==> src/rtl/niu32_io_responder.sv <==
// niu32_io_responder: memory-mapped board I/O responder (HEX, LEDs, keys, switches) for the Niu32 data bus
module niu32_io_responder #(
  parameter int                   WORD_SIZE       = 32,
  parameter logic [WORD_SIZE-1:0] ADDR_HEX        = 32'hFFFF0000,
  parameter logic [WORD_SIZE-1:0] ADDR_LEDR       = 32'hFFFF0020,
  parameter logic [WORD_SIZE-1:0] ADDR_LEDG       = 32'hFFFF0040,
  parameter logic [WORD_SIZE-1:0] ADDR_KEY        = 32'hFFFF0100,
  parameter logic [WORD_SIZE-1:0] ADDR_SWITCH     = 32'hFFFF0120,
  parameter int                   DEBOUNCE_CYCLES = 16
) (
  input  logic                 clk,
  input  logic                 reset,
  input  logic                 req_valid,
  input  logic                 req_we,
  input  logic [WORD_SIZE-1:0] req_addr,
  input  logic [WORD_SIZE-1:0] req_wdata,
  output logic                 io_hit,
  output logic                 resp_valid,
  output logic [WORD_SIZE-1:0] resp_rdata,
  input  logic [3:0]           KEY,
  input  logic [9:0]           SWITCH,
  output logic [15:0]          HEXout,
  output logic [9:0]           LEDR,
  output logic [7:0]           LEDG
);
  localparam int CW = $clog2(DEBOUNCE_CYCLES) + 1;
  localparam logic [CW-1:0] CNT_MAX = CW'(DEBOUNCE_CYCLES - 1);
  logic hit_hex, hit_ledr, hit_ledg, hit_key, hit_sw;
  logic acc, st, ld;
  logic [15:0] hex_q, hex_d;
  logic [9:0] ledr_q, ledr_d;
  logic [7:0] ledg_q, ledg_d;
  logic [9:0] sw_s1_q, sw_sync_q;
  logic [3:0] key_s1_q, key_sync_q;
  logic [3:0] key_db_q, key_db_d;
  logic [3:0] key_flag_q, key_flag_d;
  logic [CW-1:0] cnt_q [4];
  logic [CW-1:0] cnt_d [4];
  logic resp_valid_q;
  logic [WORD_SIZE-1:0] resp_rdata_q, resp_rdata_d, rd_mux;
  logic unused_wdata;
  assign unused_wdata = ^req_wdata[WORD_SIZE-1:16];
  assign hit_hex  = req_addr == ADDR_HEX;
  assign hit_ledr = req_addr == ADDR_LEDR;
  assign hit_ledg = req_addr == ADDR_LEDG;
  assign hit_key  = req_addr == ADDR_KEY;
  assign hit_sw   = req_addr == ADDR_SWITCH;
  assign io_hit   = hit_hex | hit_ledr | hit_ledg | hit_key | hit_sw;
  assign acc = req_valid & io_hit;
  assign st  = acc & req_we;
  assign ld  = acc & ~req_we;
  assign HEXout     = hex_q;
  assign LEDR       = ledr_q;
  assign LEDG       = ledg_q;
  assign resp_valid = resp_valid_q;
  assign resp_rdata = resp_rdata_q;
  // Output registers take store data; load data is muxed from current state at the accept edge
  always_comb begin
    hex_d  = (st & hit_hex)  ? req_wdata[15:0] : hex_q;
    ledr_d = (st & hit_ledr) ? req_wdata[9:0]  : ledr_q;
    ledg_d = (st & hit_ledg) ? req_wdata[7:0]  : ledg_q;
    rd_mux = hit_hex  ? {{(WORD_SIZE-16){1'b0}}, hex_q} :
             hit_ledr ? {{(WORD_SIZE-10){1'b0}}, ledr_q} :
             hit_ledg ? {{(WORD_SIZE-8){1'b0}}, ledg_q} :
             hit_key  ? {{(WORD_SIZE-8){1'b0}}, key_flag_q, key_db_q} :
             hit_sw   ? {{(WORD_SIZE-10){1'b0}}, sw_sync_q} : '0;
    resp_rdata_d = ld ? rd_mux : resp_rdata_q;
  end
  // Per-key debounce: a differing synced bit must persist DEBOUNCE_CYCLES samples before key_db follows it
  always_comb begin
    key_db_d = key_db_q;
    for (int i = 0; i < 4; i++) begin
      cnt_d[i] = (key_sync_q[i] == key_db_q[i] || cnt_q[i] == CNT_MAX) ? '0 : cnt_q[i] + 1'b1;
      key_db_d[i] = (key_sync_q[i] != key_db_q[i] && cnt_q[i] == CNT_MAX) ? key_sync_q[i] : key_db_q[i];
    end
    key_flag_d = (key_flag_q & ~{4{ld & hit_key}}) | (key_db_d & ~key_db_q);
  end
  // State registers; a store coinciding with reset is discarded along with its acknowledge
  always_ff @(posedge clk) begin
    if (reset) begin
      hex_q        <= '0;
      ledr_q       <= '0;
      ledg_q       <= '0;
      sw_s1_q      <= '0;
      sw_sync_q    <= '0;
      key_s1_q     <= '0;
      key_sync_q   <= '0;
      key_db_q     <= '0;
      key_flag_q   <= '0;
      resp_valid_q <= 1'b0;
      resp_rdata_q <= '0;
      for (int i = 0; i < 4; i++) cnt_q[i] <= '0;
    end else begin
      hex_q        <= hex_d;
      ledr_q       <= ledr_d;
      ledg_q       <= ledg_d;
      sw_s1_q      <= SWITCH;
      sw_sync_q    <= sw_s1_q;
      key_s1_q     <= ~KEY;
      key_sync_q   <= key_s1_q;
      key_db_q     <= key_db_d;
      key_flag_q   <= key_flag_d;
      resp_valid_q <= acc;
      resp_rdata_q <= resp_rdata_d;
      for (int i = 0; i < 4; i++) cnt_q[i] <= cnt_d[i];
    end
  end
endmodule

==> config.mk <==
export PLATFORM = sky130hd
export DESIGN_NAME = niu32_io_responder
export DESIGN_NICKNAME = d
export VERILOG_FILES = /design/src/rtl/niu32_io_responder.sv
export SDC_FILE = /design/constraint.sdc
export NUM_CORES = 1
export LEC_CHECK = 0
export CAP_MARGIN = 20
export CELL_PAD_IN_SITES_DETAIL_PLACEMENT = 1
export CELL_PAD_IN_SITES_GLOBAL_PLACEMENT = 1
export CORE_ASPECT_RATIO = 1.25
export CORE_UTILIZATION = 31
export DETAILED_ROUTE_END_ITERATION = 8
export PLACE_DENSITY = 0.83
export RECOVER_POWER = 50
export SLEW_MARGIN = 20
export SYNTH_ARGS = -nofsm -noshare
export SYNTH_HDL_FRONTEND = slang
export SYNTH_SLANG_ARGS = --single-unit
export TNS_END_PERCENT = 20
==> constraint.sdc <==
create_clock -name clk -period 1.96 [get_ports clk]
set_clock_uncertainty 0.2 [all_clocks]
set_input_delay 0.196 -clock clk [delete_from_list [all_inputs] [get_ports clk]]
set_output_delay 0.196 -clock clk [all_outputs]
set_load 0.02 [all_outputs]
==> results.md <==
* CP startpoint kind: input pin
* Critical Path, Cell by Cell: dlygate4sd2_1 > nor4b_4 > buf_4 > and4_4 > nand2_2 > nor2_4 > buf_6
* Leak at 2.82 nW
* Clk slew on worst S/H paths at 0.08 ns
* Status: finished with violations
* Count of cell instances traversed by the critical path at 7
* Max-cap violations at 0
* Clk_lat worst skew at about 0.35 ns
* Area added between synthesis and finish at 41.2%
* Fillers at between 1500 and 2000
* Failing checks: DRC
* Residual DRC at 10
* Total of warnings raised by yosys at 0
* First-pass GRT wire length at 21.4 mm
* Pin count of the biggest net entering global routing at 42
* Utilization after layout at 45.4%
* Proportion of layout cells with a drive suffix above 1 at approximately 13%
* Die ar. at 15600 sq um
* Worst reg2reg startpoint: cnt_q[1][0]
* I/O Buffers at 117
* GPL Wtd Cong at 0.783
* Worst Max-Slew Pin Slew at 0.956 ns
* Die outline height at ~140 um
* Proportion of synthesized chip area in sequential cells at 45.6%
* Width of the die at 112 um
* Hold Crit Endpoint: key_s1_q[1]
* Worst vdd rail ir drop at 0.357 mV
* Iteration count of the initial detailed-routing pass at 7
* Number of vias per cell after detailed routing at 4.91
* Placed wire-length estimate at 9.94 mm
* Design Area, Final at 6630 sq um
* Crit path required time at 1.56 ns
* Register Area at ~2100 sq um
* Worst-case register-to-register setup slack at 0.10 ns
* Number of antenna-violating nets in the routed design at 0
* Effective utilization at floorplan at 32.2%
* Grt ovf at 0
* Maximum operating frequency at 529 MHz
* Aggregate global-route resource usage at 17.4%
* Post-layout nets at 700
* Headroom to the max-slew limit at 36.3%
* Inserted Clock Buffers at 9
* Most used flip-flop cell after synthesis: sky130_fd_sc_hd__dfxtp_1
* Total area of multi-input combinational cells at 2400 sq um
* Hold Path Stages at 2
* Combined buffer and inverter count along the critical path at 3
* Routed wire length at 13.3 mm
* Fraction of registers with async set/reset at 0%
* Worst setup path category: in -> out
* Number of standard-cell rows in the floorplan at 49
* Gate count of the mapped netlist at approximately 480
* Post-Place Cell Area at 6220 sq um
* Worst flop-to-flop path endpoint: cnt_q[1][3]
* Vias at 3891
* Setup Viol. Count Final at 0
* H-tree levels at 3
* Master of the slowest instance on the critical path: sky130_fd_sc_hd__nor4b_4
* Cell depth of the worst flop-to-flop path at 5
* EDFF count, synth at 0
* Mapped cell area at 4690 sq um
* RSZ-0062 raised after global routing: no
* Endpoint class of the critical path: output pin
* Crit path max fanout at 4
* Critical Path Max Stage Delay at 0.30 ns
* Cell chosen for the clock root: sky130_fd_sc_hd__clkbuf_16
* Initial antenna violation count at 0
* Antenna Diode Count at 0
* Clock Tree Buf Depth at 2
* Minimum setup slack after placement at -0.658 ns
* Class of the tightest hold or removal check: in -> reg
* Iteration-0 DRC count of the detailed router at ~150
* PwrDens at between 600 and 700 nW/um^2
* CP Data Arrival Time at 1.49 ns
* Worst path setup slack after routing at 0.0700 ns
* Hold wc startpoint: KEY[1]
* TritonCTS clock tree: yes
* Number of clock sinks seen by CTS at around 110
* Core region area at ~15000 sq um
* Number of failing hold endpoints at the final stage at 0
* Clock period minus worst slack at 1.89 ns
* Register bit count reported by yosys at 107
* Post-Synthesis Mean Instance Area at 9.86 sq um
* DR WL/cell at 16.8 um
* Final critical-path share of the clock period at 96.4%
* Via count of the first global-routing pass at around 4200
* Largest delay contributor family on the critical path: simple AND/OR/NAND/NOR gates
* Count of unique library cells instantiated by Yosys at 42
* Final count of pins violating max slew at 0
* Top-level I/O count at 150
## power by group
| part | internal (W) | leakage [nW] | total (W) | switching, W |
|---|---|---|---|---|
| clock network | 0.00101 | 0.151 | 0.00187 | 0.000859 |
| logic | 0.000194 | 1.80 | 0.000372 | 0.000178 |
| registers | 0.00220 | 0.868 | 0.00221 | 0.0000105 |
| total | 0.00341 | 2.82 | 0.00446 | 0.00105 |
## routing by layer
metal | track usage (%) | part of all wire (%) | vias up | routed length, um
li1 | - | - | 1862 | -
met1 | 18.4 | 39 | 1902 | 5230
met2 | 32.8 | 54 | 99 | 7250
met3 | 3.61 | 3.5 | 28 | 462
met4 | 7.51 | 2.8 | 0 | 373
met5 | 0 | 0 | - | 0
## cells by family (layout without fill, tap and decap cells)
kind of cell / count (synthesis) / in the layout / share of synthesized area [%]
AO/OA/AOI/OAI: 31 / 31 / 5.28
XOR/XNOR: 12 / 12 / 2.24
adder cells (fa/ha/maj): 8 / 8 / 2.13
buffers and inverters: 62 / 186 / 6.69
flip-flops: 107 / 107 / 45.6
multiplexers: 60 / 60 / 13.3
other: 1 / 16 / 0.0799
AND/OR/NAND/NOR: 195 / 195 / 24.7
## cell usage after synthesis (9+ instances only)
cell type,count,share of area (%)
sky130_fd_sc_hd__nor2b_1,38,5.1
sky130_fd_sc_hd__mux2_2,17,4.1
sky130_fd_sc_hd__inv_1,16,1.3
sky130_fd_sc_hd__nand2b_1,50,6.7
sky130_fd_sc_hd__buf_4,17,2.7
sky130_fd_sc_hd__nand4_1,15,2.0
sky130_fd_sc_hd__nor2_1,36,2.9
sky130_fd_sc_hd__nand3_1,13,1.4
sky130_fd_sc_hd__dfxtp_1,107,46
sky130_fd_sc_hd__nand3b_1,9,1.4
sky130_fd_sc_hd__clkbuf_1,23,1.8
sky130_fd_sc_hd__mux2i_1,42,9.0
## layout by cell type, fill, tap and decap left out, types with 9 or more instances in the layout
cell type / netlist / routed
sky130_fd_sc_hd__nand3b_1: 9 / 9
sky130_fd_sc_hd__nand4_1: 15 / 15
sky130_fd_sc_hd__nor2b_1: 38 / 38
sky130_fd_sc_hd__mux2i_1: 42 / 42
sky130_fd_sc_hd__dfxtp_1: 107 / 107
sky130_fd_sc_hd__nand3_1: 13 / 13
sky130_fd_sc_hd__dlygate4sd3_1: 0 / 44
sky130_fd_sc_hd__mux2_2: 17 / 12
sky130_fd_sc_hd__nor2_1: 36 / 35
sky130_fd_sc_hd__clkbuf_16: 0 / 9
sky130_fd_sc_hd__dlygate4sd2_1: 0 / 23
sky130_fd_sc_hd__conb_1: 1 / 16
sky130_fd_sc_hd__buf_4: 17 / 27
sky130_fd_sc_hd__nand2b_1: 50 / 50
sky130_fd_sc_hd__clkdlybuf4s50_1: 0 / 44
sky130_fd_sc_hd__inv_1: 16 / 16
## sequential cells by signal (all words and copies together) (netlist names), 4 cells and up
signal,count
cnt_q,20
sw_sync_q,10
key_s1_q,4
key_flag_q,4
LEDG,8
key_db_q,4
LEDR,10
HEXout,16
resp_rdata,16
key_sync_q,4
sw_s1_q,10
## through the flow
stage	hold slack (ns)	power [W]	TNS, ns	std cells
2_1_floorplan	0.0684	0.00245	-0.114	491
3_3_place_gp	0.224	0.00262	-19.43	773
3_5_place_dp	0.229	0.00263	-25.54	773
4_1_cts	0.0718	0.00450	0	791
5_1_grt	0.161	0.00462	0	793
6_report	0.157	0.00446	0	793
## worst max-delay path by stage
stage	slack (ns)	from	to
floorplan	-0.06	req_addr[1]	HEXout[11]
global placement	-0.54	req_addr[25]	LEDG[5]
detailed placement	-0.66	req_addr[16]	io_hit
CTS	0.03	req_addr[7]	HEXout[12]
global route	0.006	req_addr[14]	HEXout[7]
finish	0.07	req_addr[13]	io_hit
## repair_timing
item / in CTS / in global routing
buffers inserted: 2 / 2
gates resized for setup: 46 / 6
hold buffers: 0 / 0
gates cloned: 0 / 0
setup endpoints to repair: 47 / 27
pin swaps: 12 / 4
## final cells by class
| cell class | instances | share of cell area (%) |
|---|---|---|
| repair buffers | 153 | 22.4 |
| well taps | 178 | 3.36 |
| clock inverters | 7 | 1.25 |
| flip-flops and latches | 107 | 32.3 |
| multi-input cells | 322 | 36.3 |
| clock buffers | 9 | 3.40 |
| inverters | 17 | 0.963 |
(Power assumes the default switching activity.)
